`config.mk`:
```
export PLATFORM = sky130hd
export DESIGN_NAME = watch_ctrl
export DESIGN_NICKNAME = d
export VERILOG_FILES = /design/src/rtl/watch_ctrl.sv
export SDC_FILE = /design/constraint.sdc
export NUM_CORES = 1
export LEC_CHECK = 0
export ABC_AREA = 0
export BUFFER_PORTS_ARGS = -buffer_cell sky130_fd_sc_hd__buf_4
export CORE_ASPECT_RATIO = 0.9
export CORE_MARGIN = 3
export CORE_UTILIZATION = 55
export DETAILED_ROUTE_END_ITERATION = 10
export HOLD_SLACK_MARGIN = 0.02
export MAX_ROUTING_LAYER = met4
export PLACE_DENSITY = 0.92
export SETUP_SLACK_MARGIN = 0.05
export SYNTH_ARGS = -nofsm -noshare
export SYNTH_HDL_FRONTEND = slang
export SYNTH_SLANG_ARGS = --single-unit
```
`constraint.sdc`:
```
create_clock -name clk -period 3.6 [get_ports clk]
set_input_delay 0.36 -clock clk [delete_from_list [all_inputs] [get_ports clk]]
set_output_delay 0.36 -clock clk [all_outputs]
set_load 0.01 [all_outputs]
```
`src/rtl/watch_ctrl.sv`:
```
// Digital watch controller: HH:MM:SS timekeeping with a mode-driven field-set sequence.
// Optional alarm (extra set states, dismiss flag, alarm output) is enabled by defining WATCH_ALARM_EN.
module watch_ctrl #(
  parameter int unsigned HOUR_MAX = 23
) (
  input  logic       clk,
  input  logic       rst,
  input  logic       en_1hz,
  input  logic       btn_mode,
  input  logic       btn_inc,
  output logic [5:0] sec,
  output logic [5:0] min,
  output logic [4:0] hour,
  output logic [2:0] mode,
  output logic       blink,
  output logic       tick_min,
  output logic       alarm
);

  typedef enum logic [2:0] {
    RUN         = 3'd0,
    SET_HOUR    = 3'd1,
    SET_MIN     = 3'd2,
    SET_SEC     = 3'd3,
    SET_AL_HOUR = 3'd4,
    SET_AL_MIN  = 3'd5
  } state_e;

  localparam logic [4:0] HourMaxC = 5'(HOUR_MAX);

  state_e     state_q, state_d;
  logic [5:0] sec_q, sec_d;
  logic [5:0] min_q, min_d;
  logic [4:0] hour_q, hour_d;
  logic       blink_q, blink_d;
  logic       tick_min_q, tick_min_d;

  always_ff @(posedge clk) begin
    if (rst) begin
      state_q    <= RUN;
      sec_q      <= 6'd0;
      min_q      <= 6'd0;
      hour_q     <= 5'd0;
      blink_q    <= 1'b0;
      tick_min_q <= 1'b0;
    end else begin
      state_q    <= state_d;
      sec_q      <= sec_d;
      min_q      <= min_d;
      hour_q     <= hour_d;
      blink_q    <= blink_d;
      tick_min_q <= tick_min_d;
    end
  end

  always_comb begin
    state_d    = state_q;
    sec_d      = sec_q;
    min_d      = min_q;
    hour_d     = hour_q;
    blink_d    = blink_q;
    tick_min_d = 1'b0;

    // The seconds tick in RUN is applied even when btn_mode leaves RUN on the same edge.
    if (state_q == RUN && en_1hz) begin
      if (sec_q == 6'd59) begin
        sec_d = 6'd0;
        if (min_q == 6'd59) begin
          min_d      = 6'd0;
          tick_min_d = 1'b1;
          hour_d     = (hour_q == HourMaxC) ? 5'd0 : hour_q + 5'd1;
        end else begin
          min_d = min_q + 6'd1;
        end
      end else begin
        sec_d = sec_q + 6'd1;
      end
    end

    if (btn_mode) begin
      blink_d = 1'b0;
      case (state_q)
        RUN:         state_d = SET_HOUR;
        SET_HOUR:    state_d = SET_MIN;
        SET_MIN:     state_d = SET_SEC;
`ifdef WATCH_ALARM_EN
        SET_SEC:     state_d = SET_AL_HOUR;
        SET_AL_HOUR: state_d = SET_AL_MIN;
`endif
        default:     state_d = RUN;
      endcase
    end else begin
      if (state_q == RUN) begin
        blink_d = 1'b0;
      end else if (en_1hz) begin
        blink_d = ~blink_q;
      end
      if (btn_inc) begin
        case (state_q)
          SET_HOUR: hour_d = (hour_q == HourMaxC) ? 5'd0 : hour_q + 5'd1;
          SET_MIN:  min_d  = (min_q == 6'd59) ? 6'd0 : min_q + 6'd1;
          SET_SEC:  sec_d  = 6'd0;
          default:  ;
        endcase
      end
    end
  end

`ifdef WATCH_ALARM_EN
  logic [4:0] al_hour_q, al_hour_d;
  logic [5:0] al_min_q, al_min_d;
  logic       dismiss_q, dismiss_d;
  logic       alarm_q, alarm_d;
  logic       match_d;

  // Dismiss starts set so that the power-on 00:00 match with a cleared alarm time stays silent.
  always_ff @(posedge clk) begin
    if (rst) begin
      al_hour_q <= 5'd0;
      al_min_q  <= 6'd0;
      dismiss_q <= 1'b1;
      alarm_q   <= 1'b0;
    end else begin
      al_hour_q <= al_hour_d;
      al_min_q  <= al_min_d;
      dismiss_q <= dismiss_d;
      alarm_q   <= alarm_d;
    end
  end

  // Match is evaluated on next-state values so alarm rises on the same edge the time reaches it.
  always_comb begin
    al_hour_d = al_hour_q;
    al_min_d  = al_min_q;
    if (btn_inc && !btn_mode) begin
      if (state_q == SET_AL_HOUR) begin
        al_hour_d = (al_hour_q == HourMaxC) ? 5'd0 : al_hour_q + 5'd1;
      end
      if (state_q == SET_AL_MIN) begin
        al_min_d = (al_min_q == 6'd59) ? 6'd0 : al_min_q + 6'd1;
      end
    end
    match_d   = (hour_d == al_hour_d) && (min_d == al_min_d);
    dismiss_d = dismiss_q;
    if (!match_d) begin
      dismiss_d = 1'b0;
    end else if (state_q == RUN && btn_inc && !btn_mode) begin
      dismiss_d = 1'b1;
    end
    alarm_d = (state_d == RUN) && match_d && !dismiss_d;
  end

  assign alarm = alarm_q;
`else
  assign alarm = 1'b0;
`endif

  assign sec      = sec_q;
  assign min      = min_q;
  assign hour     = hour_q;
  assign mode     = state_q;
  assign blink    = blink_q;
  assign tick_min = tick_min_q;

endmodule

```
==> summary.txt <==
Outcome
  • Status: complete, no violations

Logic synthesis
  • Synth top area cells: dfxtp_1 37%, ha_1 7.8%, nor2_1 4.7%
  • Unique cell type count in the Yosys netlist: 41
  • Mapped cell area: 1130 um^2
  • Yosys top cell by area: dfxtp_1
  • Asr flop ratio synth: 0%
  • Post-synth top area share: 37.2%
  • Syn Area/Cell: 8.56 um^2
  • Top FF cell, synth: dfxtp_1
  • Seq cells post-synth: 21
  • Cell count after synthesis: 132
  • Synth warn: 0
  • Sequential area share after synthesis: 37.2%
  • Post-synth EDFFs: 0

Timing
  • Max_slew headroom: 63.6%
  • Max Freq: 509 MHz
  • Setup violators final: 0
  • Fin. max-slew vios: 0
  • Setup TNS: 0 ps
  • RSZ-0062 raised after global routing: false
  • Worst-margin pin slew: 546 ps
  • Post-Route Skew: 5.36 ps
  • Final hold vios: 0
  • Min cycle time layout: 1970 ps
  • Fin crit share: 54.6%
  • Slack of the critical path: 1630 ps

Setup path
  • Worst setup SP type: flop
  • CP required: 3860 ps
  • R2r startpoint: mode[1]
  • Crit-path max FO: 8
  • Critical Path Sink Type: flop
  • Crit Path Category: flop to flop
  • CP arrival: 2220 ps
  • CP Launch Point: mode[1]

Clock network
  • Setup Buffers After CTS: 0
  • Total clock sinks: 21
  • Clk_lat worst skew: 310 ps
  • CTS Buf Count: 3
  • CTS H-Tree Depth: 1
  • CTS tree: built
  • CTS root buffer: clkbuf_4
  • CTS resizes: 0
  • Cts hold-fix bufs: 0
  • CTS clk-pin slew, worst paths: 120 ps
  • Clk buf depth: 2

GRT
  • Pin count of the biggest net entering global routing: 19
  • Number of global-route vias before repair: 946
  • Total GRT Usage: 20.8%
  • Global-route wire length before repair: 4.00 mm
  • Antenna violations before repair: 0
  • Overflow after GRT: 0

Die
  • Rows: 14
  • Starting Density: 62.6%
  • DIE HEIGHT: 49 um
  • Ports: 28
  • Die extent in x: 53.8 um
  • Die footprint: 2630 um^2
  • Core Region: 1800 um^2

Routing
  • 1st-pass router iterations: 4
  • Vias: 1008
  • Wl on met1: 1.03 mm
  • Remaining DRCs: 0
  • Met2 WL: 1.19 mm
  • Initial DRC Count: 15
  • Top sig layer: met4
  • WL met3: 125 um
  • Final WL: 2.38 mm
  • Routed length per placed instance: 13.3 um
  • DRT antenna net count: 0
  • Vias per inst: 5.66

Pwr
  • Power, Total: 0.000410 W
  • Power Density: 310 nW/um^2
  • Max VDD drop: 306 uV
  • Pleak: 0.545 nW

Placed design
  • Placed wire-length estimate: 1.79 mm
  • IO Port Bufs: 25
  • Final Wtd Congestion: 0.771
  • Pre-CTS setup slack: 1670 ps

Final layout
  • Area delta synth->final: 17.2%
  • Most common cell after layout, fill and taps aside: buf_4
  • # diodes: 0
  • Commonest non-fill, non-tap cells in the layout: 25 x buf_4, 21 x dfxtp_1, 14 x nor2_1, 10 x nand2_1, 9 x a21oi_1
  • Nets: 167
  • Share of post-route cells with drive strength above 1: 18.8%
  • Number of fill cells: 132

Job
  • Max Cap Violations: 0

Worst hold path
  • Min-delay worst type: input port to flop
  • Worst Hold Launch: btn_mode
-- stage by stage --
stage	std cells	util (%)	hold slack [ps]	area (um^2)
6_report	178	73.4	247	1320
5_1_grt	178	73.4	237	1320
4_1_cts	178	73.4	243	1320
3_5_place_dp	174	71.9	491	1300
3_3_place_gp	174	71.9	482	1300
2_1_floorplan	133	-	436	1130
-- layout make-up --
type / count / area, um^2 / area share, %
multi-input combinational: 97 / 633 / 47.8
inverter: 7 / 26.3 / 1.98
timing repair buffer: 25 / 188 / 14.2
sequential: 21 / 420 / 31.8
tap: 24 / 30.0 / 2.27
clock buffer: 4 / 26.3 / 1.98
-- registers in the layout (all words and copies together), names as in the netlist --
signal and count:
blink 1, hour 5, min 6, mode 2, sec 6, tick_min 1
-- worst max-delay path, stage by stage, from the launching register on --
cell and delay (ps):
dfxtp_1 370, inv_1 100, ha_1 230, and3_1 300, a22oi_1 230, or4_1 540
a21oi_1 140
-- synth_stat cells (3+ instances only) --
master / instances
clkbuf_1: 3
inv_1: 7
nand2_1: 10
a21o_1: 3
ha_1: 7
o21ai_0: 4
nand3_1: 7
nor2_1: 14
dfxtp_1: 21
xnor2_1: 4
a21oi_1: 9
-- kinds of logic after synthesis --
group	synth area share [%]
flip-flops	37.2
buffers and inverters	7.09
AND/OR/NAND/NOR	25.5
AO/OA/AOI/OAI	16.5
XOR/XNOR	3.88
other	0.332
multiplexers	1.77
adder cells (fa/ha/maj)	7.75
-- layer usage --
layer  track usage [%]  vias up
li1                  -      514
met4              6.81        0
met5                 -        -
met2              33.7       27
met1              23.6      463
met3              6.42        4
-- power by group --
group / switching [W] / internal, W / total (W)
Combinational: 0.0000273 / 0.0000211 / 0.0000484
Sequential: 0.00000717 / 0.000238 / 0.000245
Clock: 0.0000734 / 0.0000434 / 0.000117
Total: 0.000108 / 0.000302 / 0.000410
-- path summary, 6_finish.rpt --
path,depth (start not counted),slack (ps),to
worst max-delay path,6,1630,min[5]
worst min-delay path,2,250,blink
worst max register to register,6,1630,min[5]
worst min register to register,2,510,hour[4]
Note: power is estimated with default switching activity, not from simulation.
